[src/rtl/digitube_pkg.sv]
// Shared constants and helpers for the scan-to-static display converter.
package digitube_pkg;

    // Segment field positions within one digit: {DP,CG,CF,CE,CD,CC,CB,CA}.
    localparam int unsigned SegCa = 0;
    localparam int unsigned SegCb = 1;
    localparam int unsigned SegCc = 2;
    localparam int unsigned SegCd = 3;
    localparam int unsigned SegCe = 4;
    localparam int unsigned SegCf = 5;
    localparam int unsigned SegCg = 6;
    localparam int unsigned SegDp = 7;

    // Widest supported anode vector for the helpers below.
    localparam int unsigned MaxDigits = 32;

    // Blank pattern in the low seg_w bits; callers take the slice they need.
    function automatic logic [63:0] blank(input int unsigned seg_w, input bit active_low);
        logic [63:0] r;
        r = '0;
        for (int unsigned i = 0; i < 64; i++) begin
            if (active_low && (i < seg_w)) begin
                r[i] = 1'b1;
            end
        end
        return r;
    endfunction

    function automatic logic is_onehot(input logic [MaxDigits-1:0] v);
        return (v != '0) && ((v & (v - 32'd1)) == '0);
    endfunction

    // OR-encoder; only meaningful when is_onehot(v) holds.
    function automatic logic [4:0] onehot_index(input logic [MaxDigits-1:0] v);
        logic [4:0] idx;
        idx = '0;
        for (int unsigned i = 0; i < MaxDigits; i++) begin
            if (v[i]) begin
                idx = idx | 5'(i);
            end
        end
        return idx;
    endfunction

endpackage

[src/rtl/digitube_stable_filter.sv]
// Input register plus run-length stability filter. Comparing data_i against s0 is the same
// test as comparing s0 against the previous s0, one register earlier.
module digitube_stable_filter #(
    parameter int unsigned W          = 12,
    parameter int unsigned STABLE_CYC = 3
) (
    input  logic         clk_i,
    input  logic         rst_ni,
    input  logic [W-1:0] data_i,
    output logic [W-1:0] sample_o,
    output logic         accept_o,
    output logic         first_accept_o
);

    localparam int unsigned     CntW   = $clog2(STABLE_CYC + 1);
    localparam logic [CntW-1:0] CntMax = CntW'(STABLE_CYC);

    logic [W-1:0]    s0_q;
    logic [CntW-1:0] cnt_q, cnt_d;
    logic            first_q, first_d;
    logic            same;

    always_comb begin
        same = (data_i == s0_q);
        if (!same) begin
            cnt_d = CntW'(1);
        end else if (cnt_q == CntMax) begin
            cnt_d = cnt_q;
        end else begin
            cnt_d = cnt_q + CntW'(1);
        end
        // First accepted cycle: saturation reached now, and not merely continuing a run.
        first_d = (cnt_d == CntMax) && !((cnt_q == CntMax) && same);
    end

    always_ff @(posedge clk_i or negedge rst_ni) begin
        if (!rst_ni) begin
            s0_q    <= '0;
            cnt_q   <= '0;
            first_q <= 1'b0;
        end else begin
            s0_q    <= data_i;
            cnt_q   <= cnt_d;
            first_q <= first_d;
        end
    end

    assign sample_o       = s0_q;
    assign accept_o       = (cnt_q == CntMax);
    assign first_accept_o = first_q;

endmodule

[src/rtl/digitube_scan_hold.sv]
// Converts a multiplexed anode/segment display bus into static per-digit segment outputs,
// with per-digit staleness timeout and multi-hot anode error reporting.
module digitube_scan_hold
    import digitube_pkg::*;
#(
    parameter int unsigned NUM_DIGITS     = 4,
    parameter int unsigned SEG_W          = 8,
    parameter int unsigned STABLE_CYC     = 3,
    parameter int unsigned TIMEOUT_CYC    = 1024,
    parameter bit          SEG_ACTIVE_LOW = 1'b1
) (
    input  logic                        clk,
    input  logic                        reset_n,
    input  logic [NUM_DIGITS+SEG_W-1:0] digi_in,
    input  logic                        clear,
    output logic [NUM_DIGITS*SEG_W-1:0] digi_out,
    output logic [NUM_DIGITS-1:0]       valid_mask,
    output logic                        anode_err
);

    localparam int unsigned    InW       = NUM_DIGITS + SEG_W;
    localparam logic [63:0]    BlankWide = blank(SEG_W, SEG_ACTIVE_LOW);
    localparam logic [SEG_W-1:0] Blank   = BlankWide[SEG_W-1:0];

    // A zero timeout keeps a 1-bit counter pinned at zero and never expires.
    localparam int unsigned    TmoW       = (TIMEOUT_CYC > 0) ? $clog2(TIMEOUT_CYC + 1) : 1;
    localparam int unsigned    TmoLastInt = (TIMEOUT_CYC > 0) ? TIMEOUT_CYC - 1 : 0;
    localparam logic [TmoW-1:0] TmoMax    = TmoW'(TIMEOUT_CYC);
    localparam logic [TmoW-1:0] TmoLast   = TmoW'(TmoLastInt);
    localparam bit             TmoEn      = (TIMEOUT_CYC > 0);

    logic [InW-1:0]        sample;
    logic                  accept;
    logic                  first_accept;
    logic [NUM_DIGITS-1:0] an;
    logic [SEG_W-1:0]      seg;
    logic [MaxDigits-1:0]  an_ext;
    logic                  an_onehot;
    logic [4:0]            an_idx;
    logic                  anode_err_q, anode_err_d;

    digitube_stable_filter #(
        .W          (InW),
        .STABLE_CYC (STABLE_CYC)
    ) u_filter (
        .clk_i          (clk),
        .rst_ni         (reset_n),
        .data_i         (digi_in),
        .sample_o       (sample),
        .accept_o       (accept),
        .first_accept_o (first_accept)
    );

    always_comb begin
        an                    = sample[InW-1:SEG_W];
        seg                   = sample[SEG_W-1:0];
        an_ext                = '0;
        an_ext[NUM_DIGITS-1:0] = an;
        an_onehot             = is_onehot(an_ext);
        an_idx                = onehot_index(an_ext);
        // All-zero anodes are a normal blanking gap, not an error.
        anode_err_d           = accept && first_accept && (an != '0) && !an_onehot;
    end

    always_ff @(posedge clk or negedge reset_n) begin
        if (!reset_n) begin
            anode_err_q <= 1'b0;
        end else begin
            anode_err_q <= anode_err_d;
        end
    end

    assign anode_err = anode_err_q;

    for (genvar i = 0; i < NUM_DIGITS; i++) begin : g_digit
        logic [SEG_W-1:0] hold_q, hold_d;
        logic             valid_q, valid_d;
        logic [TmoW-1:0]  tmo_q, tmo_d;
        logic             refresh;
        logic             expire;

        always_comb begin
            refresh = accept && an_onehot && (an_idx == 5'(i));
            expire  = TmoEn && (tmo_q == TmoLast);
            hold_d  = hold_q;
            valid_d = valid_q;
            tmo_d   = (tmo_q == TmoMax) ? tmo_q : tmo_q + TmoW'(1);
            // Priority: clear, then refresh, then timeout.
            if (clear) begin
                hold_d  = Blank;
                valid_d = 1'b0;
                tmo_d   = '0;
            end else if (refresh) begin
                hold_d  = seg;
                valid_d = 1'b1;
                tmo_d   = '0;
            end else if (expire) begin
                hold_d  = Blank;
                valid_d = 1'b0;
            end
        end

        always_ff @(posedge clk or negedge reset_n) begin
            if (!reset_n) begin
                hold_q  <= Blank;
                valid_q <= 1'b0;
                tmo_q   <= '0;
            end else begin
                hold_q  <= hold_d;
                valid_q <= valid_d;
                tmo_q   <= tmo_d;
            end
        end

        assign digi_out[i*SEG_W +: SEG_W] = hold_q;
        assign valid_mask[i]              = valid_q;
    end

endmodule

[config.mk]
export PLATFORM = sky130hd
export DESIGN_NAME = digitube_scan_hold
export DESIGN_NICKNAME = d
export VERILOG_FILES = /design/src/rtl/digitube_pkg.sv /design/src/rtl/digitube_stable_filter.sv /design/src/rtl/digitube_scan_hold.sv
export SDC_FILE = /design/constraint.sdc
export NUM_CORES = 1
export LEC_CHECK = 0
export BUFFER_PORTS_ARGS = -buffer_cell sky130_fd_sc_hd__clkbuf_2
export CORE_ASPECT_RATIO = 1.1
export CORE_MARGIN = 2
export CORE_UTILIZATION = 45
export DETAILED_ROUTE_END_ITERATION = 8
export HOLD_SLACK_MARGIN = 0.05
export PLACE_DENSITY = 0.64
export SKIP_LAST_GASP = 1
export SLEW_MARGIN = 20
export SYNTH_ARGS = -nofsm -noshare
export SYNTH_HDL_FRONTEND = slang
export SYNTH_SLANG_ARGS = --single-unit
[constraint.sdc]
create_clock -name clk -period 3.2 [get_ports clk]
set_input_delay 0.48 -clock clk [delete_from_list [all_inputs] [get_ports clk]]
set_output_delay 0.48 -clock clk [all_outputs]
set_load 0.01 [all_outputs]
==> flow_summary.json <==
{
  "max-vdd-ir-drop_mv": 0.2464,
  "crit_chain": "ha_1 > nand3_1 > nor4_2 > o32a_1",
  "leakage_uw": 0.001911,
  "reg2reg_from": "g_digit[2].tmo_q[1]",
  "grt_pass1_wl_um": 15930,
  "ctsHoldBuffers": 0,
  "maxCapViolations": 0,
  "postRouteAntennaNets": 0,
  "route.detailed.drc": 0,
  "synth_cell_types": 44,
  "maxSlewViolCount": 0,
  "dp_hpwl_um": 6890,
  "syn_to_final_growth_pct": 12.10,
  "cp_slowest_cell": "nor4_2",
  "core_um2": 9747,
  "setup_viol": 0,
  "crit_path_max_fanout": 10,
  "endpoint_kind": "flop",
  "start_util": 0.4573,
  "die-area_um2": 10720,
  "cts.sinks": 96,
  "finalHoldViolations": 0,
  "worstPathRequired_ns": 3.51,
  "rr_worst_depth": 4,
  "yosysTopAreaCell": "dfrtp_1",
  "die_w_um": 98.89,
  "ios": 52,
  "hold_path_class": "input pin to asynchronous set/reset pin",
  "antenna_cells": 0,
  "final_layout_size_suffix_gt1_frac": 0.2717,
  "p_per_area_nw_per_um2": 428.0,
  "sequentialPowerShare": 0.593,
  "grt_max_degree": 50,
  "fp-row-count": 38,
  "grtUsageTotal": 0.1886,
  "cell_internal_pwr_uw": 1613,
  "slowest_delay_ns": 0.85,
  "grt_pass1_vias": 3241,
  "power.total_uw": 2138,
  "clkTransAtPathRegs_ns": 0.09,
  "post-route-min-period_ns": 2.018,
  "viasPerCell": 5.968,
  "fillers": 891,
  "ys_top_cells_by_area": "dfrtp_1 (36%), dfstp_2 (19%), o32a_1 (6.1%)",
  "netlist.area_leader.share": 0.3593,
  "multi_input_area_um2": 1833,
  "postCtsSetupRepairBufs": 0,
  "swShare": 0.2457,
  "worstMarginPinSlew_ns": 0.9100,
  "cts_tree": "done",
  "netSwitchingPower_uw": 525.4,
  "syn_avg_cell_area_um2": 11.25,
  "drt_first_pass_iters": 4,
  "ctsResizeCount": 0,
  "fmax_mhz": 495.6,
  "seq_area_um2": 2442,
  "drt-total-wl_um": 9710,
  "gp_congestion": 0.7923,
  "vias": 3396,
  "drtIter0Drc": 170,
  "cts_root_buffer": "clkbuf_8",
  "yosysWarningCount": 0,
  "routedWlPerCell_um": 17.07,
  "cts_buffers": 9,
  "antenna_found_initial": 0,
  "portBuffers": 51,
  "grt_overflow": 0,
  "dieHeight_um": 108.4,
  "r2r_end": "g_digit[2].hold_q[1]",
  "r2r_setup_slack_ns": 1.18,
  "slew_headroom": 0.3883,
  "cts_buffer_depth": 2,
  "syn_nets": 419,
  "start_kind": "flop",
  "clk_latency_ns": 0.37,
  "cts_max_level": 3,
  "synthCells": 396,
  "crit_type": "flop to flop",
  "ys_seq_area_frac": 0.5480,
  "finalSetupTns_ns": 0,
  "pwr-share-clk": 0.343,
  "cp.arrival_ns": 2.32,
  "combPwrFrac": 0.064,
  "ys_ff_latch": 96,
  "clock_skew_ns": 0.009691,
  "rsz0062_at_grt": "no",
  "fin_crit_sh": 0.6305,
  "syn_area_um2": 4457,
  "fin_nets": 467,
  "status": "finished, final reports clean"
}
layout make-up:
type                            instances  share of cell area
Sequential cell                        96              0.4889
Multi-Input combinational cell        258              0.3669
Timing Repair Buffer                   56             0.06161
Clock buffer                           13             0.03181
Tap cell                              120             0.03005
Inverter                               23             0.01728
Clock inverter                          3            0.003506
Yosys cell counts, drive strengths merged:
cell,count
or3b,1
or3,17
a211oi,1
nand3,16
or2b,1
o32a,32
nor4bb,1
nand3b,1
clkbuf,12
dfstp,32
o21ba,2
clkdlybuf4s15,1
inv,23
or4,12
a311o,3
or2,1
nand4bb,1
xor2,7
or4b,2
buf,6
a31oi,1
nand2,15
nand2b,5
o21ai,16
ha,8
nor4b,4
a21oi,31
maj3,1
xnor2,13
dfrtp,64
nor3,1
o31a,2
nor3b,2
nor2,14
nor4,8
a31o,5
nand4,17
o311ai,1
o31ai,16
cells by family after synthesis:
kind of cell,synth area share
simple gates,0.1634
compound gates,0.1839
flops,0.5480
buf+inv,0.04071
xor+xnor,0.03930
fa+ha+maj,0.02471
worst max path at each step:
stage,endpoint,slack (ns),depth (start not counted),start
floorplan,g_digit[1].tmo_q[1],1.49,5,g_digit[1].tmo_q[0]
CTS,g_digit[2].hold_q[6],1.17,4,g_digit[2].tmo_q[1]
global route,g_digit[2].hold_q[4],1.00,4,g_digit[2].tmo_q[1]
detailed placement,g_digit[2].hold_q[7],1.21,4,g_digit[2].tmo_q[1]
global placement,g_digit[2].hold_q[3],1.33,4,g_digit[2].tmo_q[1]
finish,g_digit[2].hold_q[1],1.18,4,g_digit[2].tmo_q[1]
sequential cells by signal, summed over array words and instances (netlist names):
name	flops
anode_err	1
g_digit.hold_q	32
g_digit.tmo_q	44
g_digit.valid_q	4
u_filter.cnt_q	2
u_filter.first_accept_o	1
u_filter.sample_o	12
layer usage:
| layer | wire length [µm] | vias to the layer above | global-route usage |
|---|---|---|---|
| met4 | 178 | 0 | 0.07534 |
| met5 | 0 | - | 0 |
| met3 | 328 | 12 | 0.04008 |
| met2 | 4738 | 52 | 0.2997 |
| li1 | - | 1605 | - |
| met1 | 4465 | 1727 | 0.2535 |
cell usage in the layout, fill, tap and decap left out, types with 2 or more instances in the layout:
cell       n
nand4_1   17
buf_4      5
clkbuf_2  50
xor2_1     7
o21ba_2    2
or4b_1     2
o31a_1     2
dfstp_2   32
inv_1     23
nand3_1   16
clkbuf_8  11
nor4_2     4
dfrtp_1   64
nor4b_1    4
clkinv_2   2
or4_1     11
or3_1     17
clkbuf_1   2
nor2_1    14
o21ai_0   12
nor4_1     4
nand2b_1   5
a31o_2     5
a21oi_1   30
nand2_1   15
o32a_1    27
o31ai_1   16
nor3b_1    2
o21ai_1    4
o32a_2     5
xnor2_1   13
a311o_1    3
ha_1       8
critical path: cells and delay by family, from the launching register on:
family	cells	cell delay, ns
AO/OA/AOI/OAI	1	0.26
flip-flops	1	0.42
adder cells (fa/ha/maj)	1	0.19
AND/OR/NAND/NOR	2	1.07
power by group through the flow:
stage / sequential [µW] / combinational (µW) / clock (µW)
floorplan: 1280 / 81.9 / 0
global placement: 1290 / 136 / 0
detailed placement: 1290 / 139 / 0
CTS: 1270 / 140 / 749
global route: 1270 / 155 / 796
finish: 1270 / 137 / 734
per-stage QoR:
step | cells | cell area, µm² | worst slack [ns] | hold slack [ns] | utilization
6_report | 569 | 4996 | 1.182 | 0.1209 | 0.5126
2_1_floorplan | 396 | 4457 | 1.486 | 0.1844 | -
3_3_place_gp | 553 | 4820 | 1.328 | 0.5235 | 0.4945
5_1_grt | 569 | 4996 | 1.005 | 0.1686 | 0.5126
3_5_place_dp | 553 | 4820 | 1.205 | 0.5289 | 0.4945
4_1_cts | 569 | 4996 | 1.167 | 0.1470 | 0.5126
Note: power is estimated with default switching activity, not from simulation.
